--- src/rtl/checksum_accumulator_pkg.sv ---
// Shared definitions for the checksum accumulator.
//   state_e      : frame FSM states (accept data, accept checksum, publish result)
//   CHK_MODE_*   : checksum comparison modes
package checksum_accumulator_pkg;

    typedef enum logic [1:0] {
        ST_ACC = 2'd0,
        ST_CHK = 2'd1,
        ST_FIN = 2'd2
    } state_e;

    // ok = (sum == chk)
    localparam int unsigned CHK_MODE_EQ  = 0;
    // ok = ((sum + chk) mod 2^WIDTH == 0), i.e. chk is the two's complement of sum
    localparam int unsigned CHK_MODE_NEG = 1;

endpackage

--- src/rtl/checksum_accumulator_add_mod.sv ---
// WIDTH-bit combinational modular adder; carry out is discarded.
//   a, b : addends
//   sum  : (a + b) mod 2^WIDTH
module checksum_accumulator_add_mod #(
    parameter int unsigned WIDTH = 8
) (
    input  logic [WIDTH-1:0] a,
    input  logic [WIDTH-1:0] b,
    output logic [WIDTH-1:0] sum
);

    assign sum = a + b;

endmodule

--- src/rtl/checksum_accumulator.sv ---
// Accumulates N_WORDS data words modulo 2^WIDTH, then takes one checksum word and
// publishes the sum plus a match flag for one cycle.
//   clk, rst  : clock, asynchronous active-high reset
//   clear     : synchronous frame restart (wins over in_valid)
//   in_valid  : in_data valid this cycle
//   in_ready  : word accepted this cycle if in_valid
//   in_data   : data word or checksum word
//   busy      : part of a frame has been accepted
//   sum_out   : modular sum of the last completed frame (held)
//   ok        : checksum result of the last completed frame (held)
//   done      : one-cycle pulse, sum_out/ok just updated
module checksum_accumulator
    import checksum_accumulator_pkg::*;
#(
    parameter int unsigned WIDTH    = 8,
    parameter int unsigned N_WORDS  = 4,
    parameter int unsigned CHK_MODE = CHK_MODE_EQ
) (
    input  logic             clk,
    input  logic             rst,
    input  logic             clear,
    input  logic             in_valid,
    output logic             in_ready,
    input  logic [WIDTH-1:0] in_data,
    output logic             busy,
    output logic [WIDTH-1:0] sum_out,
    output logic             ok,
    output logic             done
);

    localparam int unsigned CNT_W = (N_WORDS > 1) ? $clog2(N_WORDS) : 1;
    localparam logic [CNT_W-1:0] CNT_LAST = CNT_W'(N_WORDS - 1);

    state_e           state_q, state_d;
    logic [WIDTH-1:0] acc_q, acc_d;
    logic [CNT_W-1:0] cnt_q, cnt_d;
    logic [WIDTH-1:0] sum_q, sum_d;
    logic             ok_q, ok_d;
    logic             done_q, done_d;

    logic [WIDTH-1:0] acc_plus_in;
    logic             accept;
    logic             chk_match;

    // In ACC this is the running sum; in CHK it is sum + chk, which is what the
    // two's-complement check needs.
    checksum_accumulator_add_mod #(
        .WIDTH (WIDTH)
    ) u_add (
        .a   (acc_q),
        .b   (in_data),
        .sum (acc_plus_in)
    );

    assign in_ready = (state_q != ST_FIN);
    assign accept   = in_valid && in_ready && !clear;

    always_comb begin
        if (CHK_MODE == CHK_MODE_NEG) begin
            chk_match = (acc_plus_in == '0);
        end else begin
            chk_match = (acc_q == in_data);
        end
    end

    always_comb begin
        state_d = state_q;
        acc_d   = acc_q;
        cnt_d   = cnt_q;
        sum_d   = sum_q;
        ok_d    = ok_q;
        done_d  = 1'b0;

        if (clear) begin
            state_d = ST_ACC;
            acc_d   = '0;
            cnt_d   = '0;
        end else begin
            unique case (state_q)
                ST_ACC: begin
                    if (accept) begin
                        acc_d = acc_plus_in;
                        if (cnt_q == CNT_LAST) begin
                            cnt_d   = '0;
                            state_d = ST_CHK;
                        end else begin
                            cnt_d = cnt_q + 1'b1;
                        end
                    end
                end
                ST_CHK: begin
                    if (accept) begin
                        sum_d   = acc_q;
                        ok_d    = chk_match;
                        done_d  = 1'b1;
                        acc_d   = '0;
                        cnt_d   = '0;
                        state_d = ST_FIN;
                    end
                end
                ST_FIN: begin
                    acc_d   = '0;
                    cnt_d   = '0;
                    state_d = ST_ACC;
                end
                default: begin
                    acc_d   = '0;
                    cnt_d   = '0;
                    state_d = ST_ACC;
                end
            endcase
        end
    end

    always_ff @(posedge clk or posedge rst) begin
        if (rst) begin
            state_q <= ST_ACC;
            acc_q   <= '0;
            cnt_q   <= '0;
            sum_q   <= '0;
            ok_q    <= 1'b0;
            done_q  <= 1'b0;
        end else begin
            state_q <= state_d;
            acc_q   <= acc_d;
            cnt_q   <= cnt_d;
            sum_q   <= sum_d;
            ok_q    <= ok_d;
            done_q  <= done_d;
        end
    end

    assign busy    = (state_q == ST_CHK) || ((state_q == ST_ACC) && (cnt_q != '0));
    assign sum_out = sum_q;
    assign ok      = ok_q;
    assign done    = done_q;

endmodule

--- config.mk ---
export PLATFORM = sky130hd
export DESIGN_NAME = checksum_accumulator
export DESIGN_NICKNAME = d
export VERILOG_FILES = /design/src/rtl/checksum_accumulator_pkg.sv /design/src/rtl/checksum_accumulator_add_mod.sv /design/src/rtl/checksum_accumulator.sv
export SDC_FILE = /design/constraint.sdc
export NUM_CORES = 1
export LEC_CHECK = 0
export ABC_CLOCK_PERIOD_IN_PS = 3970
export CORE_MARGIN = 8
export CORE_UTILIZATION = 30
export DETAILED_ROUTE_END_ITERATION = 7
export MAX_ROUTING_LAYER = met4
export PLACE_DENSITY_LB_ADDON = 0.05
export REMOVE_ABC_BUFFERS = 1
export SYNTH_ARGS = -nofsm -noshare
export SYNTH_HDL_FRONTEND = slang
export SYNTH_SLANG_ARGS = --single-unit
export TNS_END_PERCENT = 10
--- constraint.sdc ---
create_clock -name clk -period 3.97 [get_ports clk]
set_input_delay 1.191 -clock clk [delete_from_list [all_inputs] [get_ports clk]]
set_output_delay 1.191 -clock clk [all_outputs]
set_load 0.05 [all_outputs]
==> metrics.md <==
| Metric | Value |
|---|---|
| Min Tclk post-route | between 3 and 4 ns |
| Leakage power | 0.7270 nW |
| Syn Area/Cell | ~11 µm² |
| Site row count | 24 |
| Ant. Diodes | 0 |
| Seq/Total Area, Yosys | 42.39% |
| Die Span Y | just over 80 µm |
| Post-route setup slack | 0.9098 ns |
| Max Cap Violations | 0 |
| Most frequent cells in the layout | 23 x clkdlybuf4s50_1, 22 x dfrtp_1, 9 x ha_1 |
| Vias in the first global route | 997 |
| CTS Buf Count | 3 |
| Status | finished clean |
| Grt met3 use | 1.860% |
| H-tree depth | 1 |
| CP endpoint kind | primary output |
| Worst-Margin Slew | 0.8672 ns |
| Num ports | 24 |
| Final Non-Filler Cells | about 190 |
| Clk_lat worst skew | between 0.2 and 0.3 ns |
| Detailed Routing Iterations Pass 1 | 4 |
| Clock tree buffer depth | 2 |
| Synth Flop Type | dfrtp_1 |
| First-pass GRT wire length | between 4000 and 5000 µm |
| Total routed wirelength | 2949 µm |
| Worst-path clk slew | around 0.08 ns |
| Worst vdd ir | 0.1423 mV |
| Met2 Use GR | 15.31% |
| Largest net degree at the start of global routing | 23 |
| Global route hottest layer | met2 |
| Clk sinks | 22 |
| R2R Setup Slk | 2.06 ns |
| Met1 usage | 12.22% |
| Worst rel slew slack | approximately 42% |
| Starting DRT DRC Count | 54 |
| Ys async rst share | between 90% and 100% |
| Post-Syn Area | 0.001299 mm² |
| Cell Pwr Density | 362.8 mW/mm² |
| Post-synth top area cell | dfrtp_1 |
| Post-route DRC | 0 |
| Total negative slack | 0 ns |
| Port Buffers | 23 |
| Startpoint types | flip-flop |
| Setup Viol. Count Final | 0 |
| CTS tree | done |
| Antenna violations before repair | 0 |
| WP data required | 2.78 ns |
| Critical path class | flip-flop to primary output |
| Total number of vias | between 900 and 1,000 |
| Vias/cell | 4.979 |
| Yosys warning total | 0 |
| Share of layout cells above drive strength 1 | approximately 14% |
| Worst Path Arrival | 1.87 ns |
| Die area | 0.006690 mm² |
| Worst-path fanout max | 4 |
| Worst-path cell chain | inv_1 > ha_1 > a21oi_1 > clkdlybuf4s50_1 |
| Slowest CP cell | clkdlybuf4s50_1 |
| Gr ovfl total | 0 |
| RSZ-0062 raised after global routing | no |
| Area share of the largest cell type after synthesis | between 40% and 50% |
| Max-slew violation count | 0 |
| Critical path's largest stage delay | between 0.8 and 0.9 ns |
| Synth area leaders | dfrtp_1 42%, ha_1 8.7%, mux2_4 8.1%, a22o_1 2.7%, a21oi_1 2.3% |
| Core Region | 0.004264 mm² |
| CTS resizes | 0 |
| Initial core utilization | 30.46% |
| Commonest non-fill, non-tap cell in the layout | clkdlybuf4s50_1 |
| Pre-CTS WS | about 0.86 ns |
| Hold/Removal Path Class | flip-flop to flip-flop |
| Post-CTS setup buffer count | 0 |
| EDFF count, synth | 0 |
| Hold buffers post-CTS | 0 |
| CTS root buf | clkbuf_8 |
| All-layer global routing usage | 9.886% |
| Final hold vios | 0 |
| WL/cell | 15.44 µm |
| Fmax | ~0.33 GHz |
| Clk_skew | 0.002897 ns |
| Post-synthesis register bit count | 22 |
| Placer congestion estimate | 0.7348 |
| Synth Instances | 116 |
| Routed Antenna Nets | 0 |
| Nets | 163 |
| Layout area overhead | 24.37% |
| Placed Instances | 188 |
| Die width | 81.80 µm |
| DP HPWL | ~2200 µm |
| Library cells used by synthesis | 40 |
| Final period utilization | 77.08% |
-- per-layer routing --
metal	up-vias	part of all wire (%)
met1	456	48
met3	7	4.2
met2	18	45
li1	470	-
met4	0	2.3
met5	-	0
-- cells in the mapped netlist (3+ instances only) --
library cell and count:
nor2_1 4, nor3_1 4, o21bai_1 3, a22o_1 4, nand2_1 8, inv_1 7
xnor2_1 3, a21oi_1 6, mux2_4 7, o21ai_0 6, ha_1 9, dfrtp_1 22
-- report_power, final --
group	internal (mW)	switching [mW]
Clock	0.0678	0.0749
Sequential	0.245	0.0179
Combinational	0.0797	0.101
-- final timing paths --
path	endpoint	cells after the start	startpoint
max in group asynchronous	sum_out[5]	2	rst
max reg2reg	acc_q[6]	7	acc_q[0]
min	sum_out[4]	1	sum_out[4]
min in group asynchronous	sum_out[2]	2	rst
min reg2reg	sum_out[4]	1	sum_out[4]
max	busy	4	cnt_q[0]
-- final cells by class --
type	count	area [µm²]
Inverter	7	26.28
Clock buffer	3	41.29
Multi-Input combinational cell	84	701.9
Fill cell	433	2649
Tap cell	52	65.06
Timing Repair Buffer	23	230.2
Sequential cell	22	550.5
-- critical path: cells and delay by family (launching register included) --
kind / cells / cell delay [ns]
buffers and inverters: 2 / 0.87
flip-flops: 1 / 0.39
adder cells (fa/ha/maj): 1 / 0.18
AO/OA/AOI/OAI: 1 / 0.15
-- kinds of logic (layout without fill, tap and decap cells) --
kind of cell,count (synthesis),count (layout),synth area share [%]
AO/OA/AOI/OAI,30,30,15.99
AND/OR/NAND/NOR,29,29,13.97
flip-flops,22,22,42.39
adder cells (fa/ha/maj),10,10,10.21
multiplexers,10,10,10.50
buffers and inverters,10,33,3.564
XOR/XNOR,5,5,3.372
-- sequential cells by signal, indices dropped and copies added (netlist names) --
name,flops
acc_q,8
ok,1
cnt_q,2
sum_out,8
done,1
state_q,2
-- metrics by stage --
stage | cell area [µm²] | utilization, % | hold WS [ns] | total power [mW]
2_1_floorplan | 1279 | - | 0.4749 | 0.3934
3_3_place_gp | 1574 | 36.91 | 0.4966 | 0.4477
3_5_place_dp | 1574 | 36.91 | 0.4932 | 0.4500
4_1_cts | 1615 | 37.88 | 0.5193 | 0.5950
5_1_grt | 1615 | 37.88 | 0.5402 | 0.6252
6_report | 1615 | 37.88 | 0.5124 | 0.5861
(Power assumes the default switching activity.)
